<file path="config.mk">
export PLATFORM = sky130hd
export DESIGN_NAME = rdreg_sync_fifo
export DESIGN_NICKNAME = d
export VERILOG_FILES = /design/src/rtl/rdreg_sync_fifo.sv
export SDC_FILE = /design/constraint.sdc
export NUM_CORES = 1
export LEC_CHECK = 0
export CAP_MARGIN = 25
export CORE_MARGIN = 2
export CORE_UTILIZATION = 30
export CTS_CLUSTER_DIAMETER = 200
export DETAILED_ROUTE_END_ITERATION = 16
export PLACE_DENSITY = 0.47
export SYNTH_ARGS = -nofsm -noshare
export SYNTH_HDL_FRONTEND = slang
export SYNTH_SLANG_ARGS = --single-unit
</file>
<file path="constraint.sdc">
create_clock -name clk -period 4.5 [get_ports clk]
set_clock_uncertainty 0.2 [all_clocks]
set_input_delay 1.125 -clock clk [delete_from_list [all_inputs] [get_ports clk]]
set_output_delay 1.125 -clock clk [all_outputs]
set_load 0.005 [all_outputs]
</file>
<file path="src/rtl/rdreg_sync_fifo.sv">
// rdreg_sync_fifo -- single-clock FIFO with registered (non-fall-through) read
// data, used to buffer register-read return words (data and address lanes are
// two instances sharing the same strobes).
//
// Ports:
//   clk          rising-edge clock for all logic
//   rst          synchronous active-high reset (dominates every strobe)
//   din          write data
//   wr_en        write strobe (ignored when full or write side busy)
//   rd_en        read strobe (ignored when empty or read side busy)
//   dout         registered read data, valid the cycle after an accepted read
//   full         DEPTH entries stored
//   empty        no entries stored
//   wr_rst_busy  write side still recovering from reset
//   rd_rst_busy  read side still recovering from reset
//   data_count   occupancy 0..DEPTH (only when RDREG_FIFO_DATA_COUNT_EN is defined)
//
// Optional feature macro: RDREG_FIFO_DATA_COUNT_EN
module rdreg_sync_fifo #(
  parameter int DATA_W = 16,
  parameter int DEPTH  = 32
) (
  input  logic                      clk,
  input  logic                      rst,
  input  logic [DATA_W-1:0]         din,
  input  logic                      wr_en,
  input  logic                      rd_en,
  output logic [DATA_W-1:0]         dout,
  output logic                      full,
  output logic                      empty,
`ifdef RDREG_FIFO_DATA_COUNT_EN
  output logic [$clog2(DEPTH):0]    data_count,
`endif
  output logic                      wr_rst_busy,
  output logic                      rd_rst_busy
);

  localparam int ADDR_W = $clog2(DEPTH);

  logic [DATA_W-1:0] mem_q [DEPTH];

  logic [ADDR_W:0]   wptr_q, wptr_d;
  logic [ADDR_W:0]   rptr_q, rptr_d;
  logic [DATA_W-1:0] dout_q, dout_d;

  // Busy stretches one cycle past reset release: rst_q remembers that reset
  // was sampled high on the previous edge. Both power up asserted so the FIFO
  // refuses traffic until the first clean cycle even without an explicit reset.
  logic rst_q   = 1'b1;
  logic busy_q  = 1'b1;
  logic busy_d;

  logic wr_fire;
  logic rd_fire;

  // Flags from registered pointers; the extra MSB separates full from empty.
  assign empty = (wptr_q == rptr_q);
  assign full  = (wptr_q[ADDR_W-1:0] == rptr_q[ADDR_W-1:0]) &&
                 (wptr_q[ADDR_W] != rptr_q[ADDR_W]);

  assign wr_rst_busy = busy_q;
  assign rd_rst_busy = busy_q;

  assign wr_fire = wr_en & ~full  & ~busy_q;
  assign rd_fire = rd_en & ~empty & ~busy_q;

`ifdef RDREG_FIFO_DATA_COUNT_EN
  assign data_count = wptr_q - rptr_q;
`endif

  assign dout = dout_q;

  always_comb begin
    wptr_d = wptr_q;
    rptr_d = rptr_q;
    dout_d = dout_q;
    busy_d = rst | rst_q;
    if (wr_fire) begin
      wptr_d = wptr_q + 1'b1;
    end
    if (rd_fire) begin
      rptr_d = rptr_q + 1'b1;
      dout_d = mem_q[rptr_q[ADDR_W-1:0]];
    end
  end

  // Control and output register stage
  always_ff @(posedge clk) begin
    rst_q  <= rst;
    busy_q <= busy_d;
    if (rst) begin
      wptr_q <= '0;
      rptr_q <= '0;
      dout_q <= '0;
    end else begin
      wptr_q <= wptr_d;
      rptr_q <= rptr_d;
      dout_q <= dout_d;
    end
  end

  // Storage array: contents survive reset; pointers alone define validity
  always_ff @(posedge clk) begin
    if (wr_fire && !rst) begin
      mem_q[wptr_q[ADDR_W-1:0]] <= din;
    end
  end

endmodule

</file>
After elaboration in Yosys (flattened, before gate mapping)
Memory sizes are Yosys's and may differ from the RTL's. A register that Yosys moved wholly into a read port is not among the register bits.
Cells that the tools add are included.
Widths: inputs -> output; s select.
{ "totals": {"reg_bits": 14, "output_inout_bits": 20, "latchBits": 0, "n_memories": 1, "elab_cells": 23, "input_bits": 20, "mem_bits_ro": 0, "ram_bits": 512} }
{ "op_classes": {"mux": 2, "add_sub_neg": 2, "reduce_logical": 3, "n_div": 0, "shifts": 0, "n_eq_ne": 3, "multipliers": 0, "n_bitwise": 8, "magnitude_cmp": 0} }
{ "memory_table": {"columns": ["memory", "words", "word_bits", "read_ports", "rd_ports_with_merged_regs", "write_ports", "line_no", "source"], "rows": [
  ["mem_q", 32, 16, 1, 1, 1, "40", "logic [DATA_W-1:0] mem_q [DEPTH];"]
]} }
{ "ops": {"columns": ["cell", "count"], "rows": [
  ["$add 6x1->6 const B", 2],
  ["$eq 6x6->1", 1],
  ["$eq 5x5->1", 1],
  ["$and 1x1->1", 4],
  ["$not 1->1", 3],
  ["$logic_and 1x1->1", 2],
  ["$mux 1", 2],
  ["$logic_not 1->1", 1],
  ["$ne 1x1->1", 1],
  ["$or 1x1->1", 1]
]} }

Logic depth before layout (Yosys ltp)
{ "depth": {"word_depth": 8, "depth_mapped": 9, "mapped_depth_nobuf": 5} }

Worst setup path before layout
Ideal clock, no wire load.
{ "synth_timing": {"kind": "input -> register", "from": "input port wr_en", "to": "memory mem_q[15][0], enable pin", "required_time_ps": 3912, "t_arrival_ps": 2561, "path_stages": 4, "path_slack_ps": 1350, "path_cell_list": "nand2b_1 a31oi_2 nand3b_1 nor2_1"} }
{ "synth_via": {"elab_chain_len": 5} }
{ "synth_rtl": {"columns": ["item", "line_no", "source"], "rows": [
  ["start: declaration", "26", "input logic wr_en,"],
  ["$and 1x1->1 (2 in a row)", "64", "assign wr_fire = wr_en & ~full & ~busy_q;"],
  ["$logic_and 1x1->1", "104", "if (wr_fire && !rst) begin"],
  ["$mux 1", "104", null],
  ["$mux 1 (implied by the code)", "105", "mem_q[wptr_q[ADDR_W-1:0]] <= din;"],
  ["end: declaration", "40", null]
]} }
No other way between the ends.

Worst setup path after layout
{ "layout_timing": {"from": "register rptr_q[2]", "to": "output port full"} }
{ "layout_via": {"elab_chain_len": 2} }
{ "layout_rtl": {"columns": ["item", "line_no", "source"], "rows": [
  ["start: declaration", "43", "logic [ADDR_W:0] rptr_q, rptr_d;"],
  ["start signal: assignment", "97", "rptr_q <= rptr_d;"],
  ["$eq 5x5->1", "58", "assign full = (wptr_q[ADDR_W-1:0] == rptr_q[ADDR_W-1:0]) &&"],
  ["$logic_and 1x1->1", "58", null],
  ["end: declaration", "29", "output logic full,"]
]} }
No other way between the ends.

==> flow_summary.json <==
{
  "crit_arrival_ns": 2.64,
  "finalWirelength_mm": 52.7,
  "netlist_area_mm2": 0.0210,
  "grt_overflow": 0,
  "status": "finished clean",
  "synth-edff-count": 512,
  "root_buffer": "clkbuf_16",
  "maxSlewViolCount": 0,
  "cp_max_fo": 45,
  "timing.fmax_ghz": 0.252,
  "min_path_type": "reg2reg",
  "io_buffer_count": 39,
  "final_common_cell": "edfxtp_1",
  "netlist_instances": 1012,
  "routedWlPerCell_um": 25.2,
  "nets": 1135,
  "power_frac_clock_pct": 44.5,
  "fin_util_pct": 35.5,
  "power_density_mw_per_mm2": 423,
  "syn_avg_cell_area_um2": 20.7,
  "max-cap-violations": 0,
  "die_h_um": 268,
  "pwr-share-comb_pct": 2.1,
  "drtAntennaViolNets": 0,
  "leakage_nw": 7.38,
  "post-cts-setup-buffer-count": 0,
  "cts_inserted_buffers": 55,
  "ys_async_sr_fraction_pct": 0,
  "place.gp.congestion": 0.767,
  "cts_tree": "done",
  "setup_viol": 0,
  "dpl_cell_area_mm2": 0.0227,
  "n_fill_cell": 6494,
  "start_kind": "flop",
  "layout_common_cells": "edfxtp_1 (512), mux4_2 (91), mux2i_1 (72)",
  "regArea_mm2": 0.0160,
  "cp-end-kind": "primary output",
  "path_class": "reg2out",
  "grt_pass1_wl_mm": 76.1,
  "rsz0062_at_grt": "no",
  "design_area_mm2": 0.0245,
  "yosysWarnings": 0,
  "grtUsageTotal_pct": 14.8,
  "placed_cells": 1984,
  "synth_cell_types": 41,
  "row_count": 96,
  "grt.busiest_layer": "met2",
  "final_cells": 2088,
  "cts_resized": 0,
  "cts_hold_buf": 0,
  "area_growth_syn_to_layout_pct": 16.8,
  "drtIter0Drc": 848,
  "critPathRequiredTime_ns": 3.17,
  "reg2reg_depth": 7,
  "avgViaCountPerCell": 4.86,
  "clockBufferDepth": 3,
  "finalCritPeriodShare_pct": 88.1,
  "synth-seq-cells": 542,
  "grt_util_met2_pct": 23.9,
  "pwr-share-seq_pct": 53.4,
  "tightestPinTransition_ns": 0.974,
  "initial_core_util_pct": 30.4,
  "drc": 0,
  "die-area_mm2": 0.0720,
  "maxSlewHeadroom_pct": 35.0,
  "tns_ns": 0,
  "drive_gt1_share_pct": 25.5,
  "yosysSeqAreaShare_pct": 76.2,
  "use_met3_pct": 2.37,
  "yosys_most_used_dff": "edfxtp_1",
  "coreArea_mm2": 0.0689,
  "peakVddDrop_mv": 0.298,
  "finalHoldViolCount": 0,
  "num_vias": 10200,
  "drt_pass1_iterations": 5,
  "io_pins": 40,
  "clkSinkCount": 542,
  "p_int_mw": 8.29,
  "hpwl_mm": 31.5,
  "p_switching_mw": 2.06,
  "syn-num-nets": 1037,
  "h-tree-depth": 2,
  "met1_usage_pct": 20.8,
  "clk_latency_ns": 0.61,
  "antenna_found_initial": 1,
  "post-route-min-period_ns": 3.97,
  "clk_pin_slew_ns": 0.05,
  "grt_max_degree": 59,
  "swShare_pct": 19.9,
  "grt_pass1_vias": 10400,
  "multi_input_area_mm2": 0.00466,
  "die_w_um": 268,
  "min_path_cells": 1
}
-- state kept, by name, summed over array words and instances, names as in the netlist --
name / flops
dout: 16
mem_q: 512
rd_rst_busy: 1
rptr_q: 6
rst_q: 1
wptr_q: 6
-- layout make-up --
| class | count | share of cell area (%) |
|---|---|---|
| Clock buffer | 76 | 6.23 |
| Timing Repair Buffer | 101 | 3.43 |
| Inverter | 5 | 0.0766 |
| Tap cell | 931 | 4.76 |
| Multi-Input combinational cell | 405 | 19.0 |
| Sequential cell | 542 | 65.3 |
| Antenna cell | 2 | 0.0204 |
| Clock inverter | 26 | 1.19 |
-- cell usage after synthesis, drive strengths merged, types with 4 or more instances --
cell	number	area share, %
a22o	30	1.3
mux2i	72	3.4
clkbuf	23	0.41
nor2b	5	0.15
xor2	6	0.25
xnor2	7	0.29
buf	37	1.4
o221ai	16	0.67
a22oi	16	0.57
dfxtp	30	2.9
nand3b	9	0.32
nor2	50	0.92
a21oi	33	0.79
inv	5	0.090
ha	5	0.30
mux4	95	10
nand3	6	0.14
a2111oi	15	1.1
nand2	5	0.090
a311oi	4	0.17
edfxtp	512	73
o22ai	15	0.45
-- final timing paths --
path	from	to	slack [ns]
setup reg to reg	rptr_q[0]	dout[13]	1.19
setup / recovery	rptr_q[2]	full	0.53
hold / removal	rst_q	rd_rst_busy	0.21
hold reg to reg	rst_q	rd_rst_busy	0.21
-- per-stage QoR --
stage | hold WS [ns] | setup WS, ns | total power [mW]
after global routing | 0.226 | 0.355 | 10.7
after detailed placement | 0.194 | 0.890 | 5.86
after global placement | 0.194 | 0.960 | 5.85
after floorplan | 0.189 | 1.35 | 5.71
after CTS | 0.208 | 0.425 | 10.5
final | 0.207 | 0.535 | 10.4
-- worst max-delay path, cell delays in order, from the launching register on --
cell and delay (ns):
dfxtp_4 0.80, xor2_1 0.16, nor2_2 0.33, nand2_1 0.12, nor2_1 0.11, clkdlybuf4s50_1 0.50
-- routing by layer --
layer | wire [um] | share of wire (%)
met4 | 1120 | 2.1
met5 | 0 | 0
met1 | 24000 | 46
met2 | 25400 | 48
met3 | 2090 | 4.0
-- power by group through the flow --
stage          combinational [mW]  sequential, mW  clock (mW)
2_1_floorplan              0.0788            5.63           0
3_3_place_gp                0.220            5.63           0
3_5_place_dp                0.224            5.63           0
4_1_cts                     0.223            5.52        4.74
5_1_grt                     0.233            5.52        4.94
6_report                    0.216            5.52        4.61
-- logic make-up after synthesis --
kind of cell | Yosys count | share of synthesized area [%]
xor gates and xnor gates | 13 | 0.543
and+or+nand+nor | 83 | 1.92
adders and majority gates | 5 | 0.298
buffers and inverters | 65 | 1.92
AOI/OAI and AO/OA | 135 | 5.30
muxes | 169 | 13.8
DFF | 542 | 76.2
(Power assumes the default switching activity.)
